<file path="config.mk">
export PLATFORM = sky130hd
export DESIGN_NAME = stopwatch_ctrl_flat
export DESIGN_NICKNAME = d
export VERILOG_FILES = /design/src/rtl/stopwatch_ctrl_if.sv /design/src/rtl/stopwatch_ctrl.sv /design/src/flat_wrapper.sv
export SDC_FILE = /design/constraint.sdc
export NUM_CORES = 1
export LEC_CHECK = 0
export CAP_MARGIN = 20
export CORE_MARGIN = 10
export CORE_UTILIZATION = 56
export CTS_BUF_LIST = sky130_fd_sc_hd__clkbuf_8
export DETAILED_ROUTE_END_ITERATION = 16
export MAX_ROUTING_LAYER = met4
export PLACE_DENSITY = 0.83
export SYNTH_ARGS = -nofsm -noshare
export SYNTH_HDL_FRONTEND = slang
export SYNTH_SLANG_ARGS = --single-unit
</file>
<file path="constraint.sdc">
create_clock -name clock -period 2.25 [get_ports clock]
set_clock_uncertainty 0.2 [all_clocks]
set_input_delay 0.225 -clock clock [delete_from_list [all_inputs] [get_ports clock]]
set_output_delay 0.225 -clock clock [all_outputs]
set_load 0.05 [all_outputs]
</file>
<file path="src/rtl/stopwatch_ctrl_if.sv">
// rtl/stopwatch_ctrl_if.sv - stopwatch control bundle; AUTO_STOP_EN adds the ovf flag
interface stopwatch_ctrl_if;
    logic       x;
    logic       lap_n;
    logic       pre;
    logic       pre1;
`ifdef AUTO_STOP_EN
    logic       ovf;
`endif
    logic       tick;
    logic       cnt_en;
    logic       cnt_clr;
    logic       load;
    logic       load_sel;
    logic       hold;
    logic [1:0] state;

    modport master (
`ifdef AUTO_STOP_EN
        output ovf,
`endif
        output x, lap_n, pre, pre1,
        input  tick, cnt_en, cnt_clr, load, load_sel, hold, state
    );

    modport slave (
`ifdef AUTO_STOP_EN
        input  ovf,
`endif
        input  x, lap_n, pre, pre1,
        output tick, cnt_en, cnt_clr, load, load_sel, hold, state
    );
endinterface

</file>
<file path="src/rtl/stopwatch_ctrl.sv">
// rtl/stopwatch_ctrl.sv - stopwatch run/stop/lap sequencer with tick prescaler and input conditioning
// Optional overflow auto-stop enabled by defining AUTO_STOP_EN.
module stopwatch_ctrl #(
    parameter int CLK_HZ          = 50000000,
    parameter int TICK_HZ         = 100,
    parameter int DEBOUNCE_CYCLES = 500000
) (
    input logic              clock,
    input logic              reset,
    stopwatch_ctrl_if.slave  bus
);
    localparam int TICK_DIV = CLK_HZ / TICK_HZ;
    localparam int PW       = $clog2(TICK_DIV);
    localparam int DW       = $clog2(DEBOUNCE_CYCLES + 1);

    typedef enum logic [1:0] {
        S_IDLE = 2'b00,
        S_RUN  = 2'b01,
        S_STOP = 2'b10,
        S_LAP  = 2'b11
    } state_t;

    state_t         state;
    logic [PW-1:0]  presc;
    logic [DW-1:0]  db_cnt;
    logic           x_s1, x_s2, x_db;
    logic           lap_s1, lap_s2, lap_d;
    logic           pre_s1, pre_s2, pre_d;
    logic           pre1_s1, pre1_s2, pre1_d;
    logic           cnt_en_q, cnt_clr_q, load_q, load_sel_q, hold_q;
    logic           lap_ev, pre_ev, pre1_ev;
    logic           counting, tick_due;
`ifdef AUTO_STOP_EN
    logic           ovf_lock;
`endif

    always_ff @(posedge clock or negedge reset) begin
        if (!reset) begin
            x_s1    <= 1'b1;
            x_s2    <= 1'b1;
            lap_s1  <= 1'b1;
            lap_s2  <= 1'b1;
            lap_d   <= 1'b1;
            pre_s1  <= 1'b0;
            pre_s2  <= 1'b0;
            pre_d   <= 1'b0;
            pre1_s1 <= 1'b0;
            pre1_s2 <= 1'b0;
            pre1_d  <= 1'b0;
        end else begin
            x_s1    <= bus.x;
            x_s2    <= x_s1;
            lap_s1  <= bus.lap_n;
            lap_s2  <= lap_s1;
            lap_d   <= lap_s2;
            pre_s1  <= bus.pre;
            pre_s2  <= pre_s1;
            pre_d   <= pre_s2;
            pre1_s1 <= bus.pre1;
            pre1_s2 <= pre1_s1;
            pre1_d  <= pre1_s2;
        end
    end

    assign lap_ev  = lap_d & ~lap_s2;
    assign pre_ev  = pre_s2 & ~pre_d;
    assign pre1_ev = pre1_s2 & ~pre1_d;

    // Any sample matching x_db restarts the stability window.
    always_ff @(posedge clock or negedge reset) begin
        if (!reset) begin
            db_cnt <= '0;
            x_db   <= 1'b1;
        end else if (x_s2 == x_db) begin
            db_cnt <= '0;
        end else if (db_cnt + 1'b1 == DW'(DEBOUNCE_CYCLES)) begin
            db_cnt <= '0;
            x_db   <= x_s2;
        end else begin
            db_cnt <= db_cnt + 1'b1;
        end
    end

    assign counting = (state == S_RUN) || (state == S_LAP);
    assign tick_due = counting && (presc == PW'(TICK_DIV - 1));
`ifdef AUTO_STOP_EN
    assign bus.tick = tick_due & ~bus.ovf;
`else
    assign bus.tick = tick_due;
`endif

    always_ff @(posedge clock or negedge reset) begin
        if (!reset) begin
            state      <= S_IDLE;
            presc      <= '0;
            cnt_en_q   <= 1'b0;
            cnt_clr_q  <= 1'b0;
            load_q     <= 1'b0;
            load_sel_q <= 1'b0;
            hold_q     <= 1'b0;
`ifdef AUTO_STOP_EN
            ovf_lock   <= 1'b0;
`endif
        end else begin
            cnt_clr_q <= 1'b0;
            load_q    <= 1'b0;
            if (counting)
                presc <= tick_due ? '0 : presc + 1'b1;
`ifdef AUTO_STOP_EN
            if (x_db)
                ovf_lock <= 1'b0;
`endif
            case (state)
                S_IDLE: begin
                    if (!x_db) begin
                        state    <= S_RUN;
                        cnt_en_q <= 1'b1;
                    end else if (pre_ev) begin
                        load_q     <= 1'b1;
                        load_sel_q <= 1'b0;
                    end else if (pre1_ev) begin
                        load_q     <= 1'b1;
                        load_sel_q <= 1'b1;
                    end
                end
                S_RUN, S_LAP: begin
`ifdef AUTO_STOP_EN
                    if (tick_due && bus.ovf) begin
                        state    <= S_STOP;
                        cnt_en_q <= 1'b0;
                        hold_q   <= 1'b0;
                        ovf_lock <= 1'b1;
                    end else
`endif
                    if (x_db) begin
                        state    <= S_STOP;
                        cnt_en_q <= 1'b0;
                        hold_q   <= 1'b0;
                    end else if (lap_ev) begin
                        state  <= (state == S_RUN) ? S_LAP : S_RUN;
                        hold_q <= (state == S_RUN);
                    end
                end
                default: begin
                    // STOP: priority is run input, then lap clear, then preset A, then B.
`ifdef AUTO_STOP_EN
                    if (!x_db && !ovf_lock) begin
`else
                    if (!x_db) begin
`endif
                        state    <= S_RUN;
                        cnt_en_q <= 1'b1;
                    end else if (lap_ev) begin
                        state     <= S_IDLE;
                        presc     <= '0;
                        cnt_clr_q <= 1'b1;
                    end else if (pre_ev || pre1_ev) begin
                        state      <= S_IDLE;
                        presc      <= '0;
                        load_q     <= 1'b1;
                        load_sel_q <= ~pre_ev;
                    end
                end
            endcase
        end
    end

    assign bus.cnt_en   = cnt_en_q;
    assign bus.cnt_clr  = cnt_clr_q;
    assign bus.load     = load_q;
    assign bus.load_sel = load_sel_q;
    assign bus.hold     = hold_q;
    assign bus.state    = state;
endmodule

</file>
<file path="src/flat_wrapper.sv">
// flat-port wrapper written by rule: the top's interface ports become plain ports
module stopwatch_ctrl_flat 
#(
    parameter int CLK_HZ          = 50000000,
    parameter int TICK_HZ         = 100,
    parameter int DEBOUNCE_CYCLES = 500000
)
  (clock, reset, bus_x, bus_lap_n, bus_pre, bus_pre1, bus_tick, bus_cnt_en, bus_cnt_clr, bus_load, bus_load_sel, bus_hold, bus_state);
  stopwatch_ctrl_if bus_i ();
  input logic clock;
  input logic reset;
  input wire logic [$bits(bus_i.x)-1:0] bus_x;
  input wire logic [$bits(bus_i.lap_n)-1:0] bus_lap_n;
  input wire logic [$bits(bus_i.pre)-1:0] bus_pre;
  input wire logic [$bits(bus_i.pre1)-1:0] bus_pre1;
  output wire logic [$bits(bus_i.tick)-1:0] bus_tick;
  output wire logic [$bits(bus_i.cnt_en)-1:0] bus_cnt_en;
  output wire logic [$bits(bus_i.cnt_clr)-1:0] bus_cnt_clr;
  output wire logic [$bits(bus_i.load)-1:0] bus_load;
  output wire logic [$bits(bus_i.load_sel)-1:0] bus_load_sel;
  output wire logic [$bits(bus_i.hold)-1:0] bus_hold;
  output wire logic [$bits(bus_i.state)-1:0] bus_state;
  assign bus_i.x = bus_x;
  assign bus_i.lap_n = bus_lap_n;
  assign bus_i.pre = bus_pre;
  assign bus_i.pre1 = bus_pre1;
  assign bus_tick = bus_i.tick;
  assign bus_cnt_en = bus_i.cnt_en;
  assign bus_cnt_clr = bus_i.cnt_clr;
  assign bus_load = bus_i.load;
  assign bus_load_sel = bus_i.load_sel;
  assign bus_hold = bus_i.hold;
  assign bus_state = bus_i.state;
  stopwatch_ctrl #(.CLK_HZ(CLK_HZ), .TICK_HZ(TICK_HZ), .DEBOUNCE_CYCLES(DEBOUNCE_CYCLES)) u_core (.clock(clock), .reset(reset), .bus(bus_i));
endmodule
</file>
; ---- Word level (Yosys, flattened, before mapping)
; Index checks and enable logic that the tools add are counted.
[totals]
regBits = 57
inputBits = 6
output_inout_bits = 8
elab_cells = 94
[classes]
addsub = 2
eq_ne = 12
n_mux = 38
n_bitwise = 9
reduce_logical = 13
[op_table]
columns = cell, n
row1 = $mux 19, 8
row2 = $add 19x1->19 const B, 2
row3 = $eq 19x19->1 const B, 2
row4 = $mux 1, 20
row5 = $mux 2, 7
row6 = $ne 2x2->1 const B, 3
row7 = $ne 3x1->1 const B, 2
row8 = $not 1->1, 6
row9 = $reduce_and 2->1, 3
row10 = $reduce_and 5->1, 1
row11 = $ne 4x4->1 const B, 1
row12 = $pmux 1 s2, 2
row13 = $pmux 2 s2, 1
row14 = $reduce_bool 2->1, 2
row15 = $and 1x1->1, 3
row16 = $reduce_and 3->1, 1
row17 = $reduce_or 3->1, 1
row18 = $eq 2x1->1 const B, 1
row19 = $eq 2x2->1 const B, 1
row20 = $logic_not 2->1, 1
row21 = $logic_or 1x1->1, 2
row22 = $ne 2x1->1 const B, 1
row23 = $reduce_or 2->1, 1
row24 = $eq 1x1->1, 1
row25 = $logic_and 1x1->1, 1

; ---- Logic depth before layout (Yosys ltp)
[logic_depth]
ltp_word = 9
ltp_mapped = 9
depth_no_buf = 7

; ---- Worst setup path after synthesis
; OpenSTA, ideal clock, no wires.
[synth_path]
path_type = reg-to-reg
start = register u_core.presc[14]
end = register u_core.presc[10]
setup_ns = 0.121
arrival_time_ns = 2.212
t_required_ns = 1.929
path_slack_ns = -0.284
stages_incl_launch_ff = 9
n_path_buf = 2
synth_period_minus_slack_ns = 2.534
path_cell_list = dfrtp_1 > or4b_2 > nor3_1 > nand3_1 > inv_1 > or2_2 > buf_2 > buf_2 > nor2_1
[synth_between]
elab_chain_len = 8
[synth_lines]
columns = element, line
row1 = "start, declared", stopwatch_ctrl.sv:24  ; logic [PW-1:0] presc;
row2 = "start signal, assigned", stopwatch_ctrl.sv:108  ; presc <= tick_due ? '0 : presc + 1'b1;
row3 = $eq 19x19->1 *, stopwatch_ctrl.sv:85  ; assign tick_due = counting && (presc == PW'(TICK_DIV - 1));
row4 = $logic_and 1x1->1 *, stopwatch_ctrl.sv:85
row5 = net bus_tick, flat_wrapper.sv:16  ; output wire logic [$bits(bus_i.tick)-1:0] bus_tick;
row6 = $mux 19 *, stopwatch_ctrl.sv:108
row7 = $mux 19 *, stopwatch_ctrl.sv:107  ; if (counting)
row8 = $mux 19, stopwatch_ctrl.sv:157  ; end else if (pre_ev || pre1_ev) begin
row9 = $mux 19, stopwatch_ctrl.sv:153  ; end else if (lap_ev) begin
row10 = $mux 19, stopwatch_ctrl.sv:149  ; if (!x_db) begin
row11 = $mux 19 *, stopwatch_ctrl.sv:113  ; case (state)
; Mark *: on every way through the listed nets, which the timed path passes. The rest lies on a longest branch.
; A chain may end at the register's enable or synchronous reset.

; ---- Final worst setup path
[layout_path]
start = register u_core.db_cnt[7]
end = register u_core.db_cnt[6]
[layout_between]
elab_chain_len = 4
[layout_lines]
columns = element, line
row1 = "start, declared", stopwatch_ctrl.sv:25  ; logic [DW-1:0] db_cnt;
row2 = "start signal, assigned", stopwatch_ctrl.sv:80  ; db_cnt <= db_cnt + 1'b1;
row3 = $add 19x1->19, stopwatch_ctrl.sv:76  ; end else if (db_cnt + 1'b1 == DW'(DEBOUNCE_CYCLES)) begin
row4 = $eq 19x19->1, stopwatch_ctrl.sv:76
row5 = $mux 19, stopwatch_ctrl.sv:76
row6 = $mux 19, stopwatch_ctrl.sv:74  ; end else if (x_s2 == x_db) begin
; No other way between the ends.

==> flow_summary.toml <==
[run_status]
status = "finished, violations left"
failed_checks = "negative setup slack"

[synth]
synth_seq_cells = 57
synth_top_area_share_pct = 46.1
synthFlopType = "dfrtp_1"
synth.yosys.seq_area_share_pct = 51.8
synth_top_area_cell = "dfrtp_1"
yosysUniqueCellTypes = 49
synth_edf_count = 0
ys_top_cells_by_area = "dfrtp_1, nor2_1, xnor2_1"
syn-num-nets = 278
syn_inst = 270
synth.avg_cell_area_sq_um = 10.3
async_flop_share_pct = 100
syn_area_sq_mm = 0.00277
yosysWarnings = 0

[finish]
layout_common_cells = "nor2_1, dfrtp_1, buf_4"
insertedDiodeCount = 0
largest_registers = "u_core.db_cnt: 19 flops, u_core.presc: 19 flops, u_core.bus.state: 2 flops"
final_cells = 393
nets = 329
drive_gt1_share_pct = 33.4
n_fill_cell = 255
final_common_cell = "nor2_1"
syn2layout_area_growth_pct = 33.3

[timing]
fin_tns_setup_ps = -3630
hold_viol = 0
fin_ws_ps = -234
drv_slew = 0
fin_crit_ps = 2480
setup_viol = 17
worst_pin_slew_ps = 606
rsz0062_at_grt = "yes"
fmax_mhz = 403
relSlewSlack_pct = 59.6
period_share_pct = 110

[placed_design]
gp_congestion = 0.836
placed_cells = 362
place_hpwl_mm = 3.72
io_buffers = 13

[route]
routed_wl_mm = 7.28
detail_route.wl_per_cell_microns = 18.5
ant_nets = 0
first_pass_iters = 5
route.vias.total = 2374
vias_per_cell = 6.04
drc = 0
drt_iter0_markers = 290

[global_routing]
track_usage_pct = 16.2
grt_overflow_total = 0
grt_max_degree = 33
antenna_found_initial = 0
grt_pass1_wl_mm = 10.6
grt_pass1_vias = 2243

[clocking]
cts-root-buf = "clkbuf_8"
clk_pin_slew_ps = 70
cts_sinks = 57
clkLatencyLatePin_ps = 340
clk_path_buf_depth = 2
numCtsBuffers = 9
cts_tree = "built"
h-tree-depth = 3

[critical_path]
crit_chain = "nand4_4 -> nor4_4 -> xor2_2 -> o2111ai_4 -> o31ai_4 -> buf_6 -> buf_12 -> nor2_1"
worstPathMaxFanout = 8
critPathKind = "flip-flop to flip-flop"
cpMaxStageDelayCell = "dfrtp_1"
start_kind = "flip-flop"
critPathRequiredTime_ps = 2280
worstSetupEndpointType = "flip-flop"
critPathTopFamily = "simple AND/OR/NAND/NOR gates"
worst-path-buf-inv = 2
cp.arrival_ps = 2510
max_stage_delay_ps = 430

[die]
die_area_sq_mm = 0.00815
rows = 25
io_pins = 14
start_util_pct = 58.2
design.core.area_sq_mm = 0.00475
chipWidth_microns = 90.3
die-height_microns = 90.3

[pwr]
ir_worst_vdd_mv = 0.456
power_density_mw_per_mm2 = 607
p_leak_nw = 1.59

[hold_path]
min_path_type = "primary input to flip-flop"

[run]
drv_cap = 0
==> cells by family after synthesis <==
kind of cell | Yosys count | share of synthesized area, %
AND/OR/NAND/NOR | 133 | 24.8
flip-flops | 57 | 51.8
XOR/XNOR | 36 | 11.4
AO/OA/AOI/OAI | 22 | 6.01
buffers and inverters | 16 | 3.57
multiplexers | 3 | 1.13
adder cells (fa/ha/maj) | 3 | 1.27
==> final timing paths <==
path | start | endpoint | slack (ps) | cells after the start
setup / recovery | u_core.db_cnt[7]$_DFF_PN0_ | u_core.db_cnt[6]$_DFF_PN0_ | -230 | 8
hold / removal | bus_lap_n | u_core.lap_s1$_DFF_PN1_ | 80 | 1
setup reg to reg | u_core.db_cnt[7]$_DFF_PN0_ | u_core.db_cnt[6]$_DFF_PN0_ | -230 | 8
hold reg to reg | u_core.x_s1$_DFF_PN1_ | u_core.x_s2$_DFF_PN1_ | 160 | 0
max in group asynchronous | reset | u_core.x_s1$_DFF_PN1_ | 990 | 3
min in group asynchronous | reset | u_core.db_cnt[3]$_DFF_PN0_ | 220 | 2
==> power by group <==
part           internal [mW]  switching (mW)  total (mW)
registers               1.05          0.0215        1.07
logic                 0.0583          0.0855       0.144
clock network          0.599           0.423        1.02
total                   1.71           0.530        2.24
==> metal layers <==
layer / track usage, % / part of all wire [%]
met5: - / 0
met4: 8.49 / 4.1
met3: 5.57 / 8.2
met2: 25.2 / 48
met1: 18.2 / 40
==> synthesized netlist by cell type (2+ instances only) <==
master    count
buf_6         3
ha_1          2
clkbuf_1      4
nand2b_1      2
a31oi_1       2
nand3_1      19
buf_2         2
nor3_1        8
a21oi_1       8
xor2_1       17
xnor2_1      19
dfstp_2       6
o21ai_0       3
dfrtp_1      51
nor2b_1       2
nand4b_1      2
nor2_1       48
nand3b_1      2
mux2i_1       2
and4_1        3
nand4_1       8
and3_1        3
or2_2         2
nor4_1        3
nand2_1      21
inv_1         5
==> worst reg2reg max path, stage by stage (launching register included) <==
cell       delay [ps]
dfrtp_1           430
nand4_4           160
nor4_4            430
xor2_2            300
o2111ai_4         220
o31ai_4           290
buf_6             160
buf_12            130
nor2_1             50
==> timing repair <==
item	in CTS	in global routing
endpoints found under the setup margin	18	19
buffers inserted	11	2
cloned	1	0
pin swaps	5	7
hold buffers	1	0
gates resized for setup	22	29
endpoints found under the hold margin	22	0
==> stage by stage <==
stage	setup WS (ps)	utilization, %	hold WS [ps]	instance area (sq um)	total power [mW]
global placement	20.1	65.8	52.7	3130	1.20
detailed placement	-50.3	65.8	61.2	3130	1.21
CTS	-6.77	74.8	83.8	3550	2.22
floorplan	1.85	-	-271	2810	1.14
global route	-294	77.6	67.1	3690	2.32
finish	-234	77.6	81.8	3690	2.24
==> cell type report <==
type	count	area, sq um	share of cell area (%)
flip-flops and latches	57	1450	39.2
clock buffers	12	165	4.48
well taps	67	83.8	2.27
repair buffers	51	483	13.1
multi-input cells	197	1440	39.0
clock inverters	4	50.0	1.36
inverters	5	22.5	0.610
Note: power is estimated with default switching activity, not from simulation.
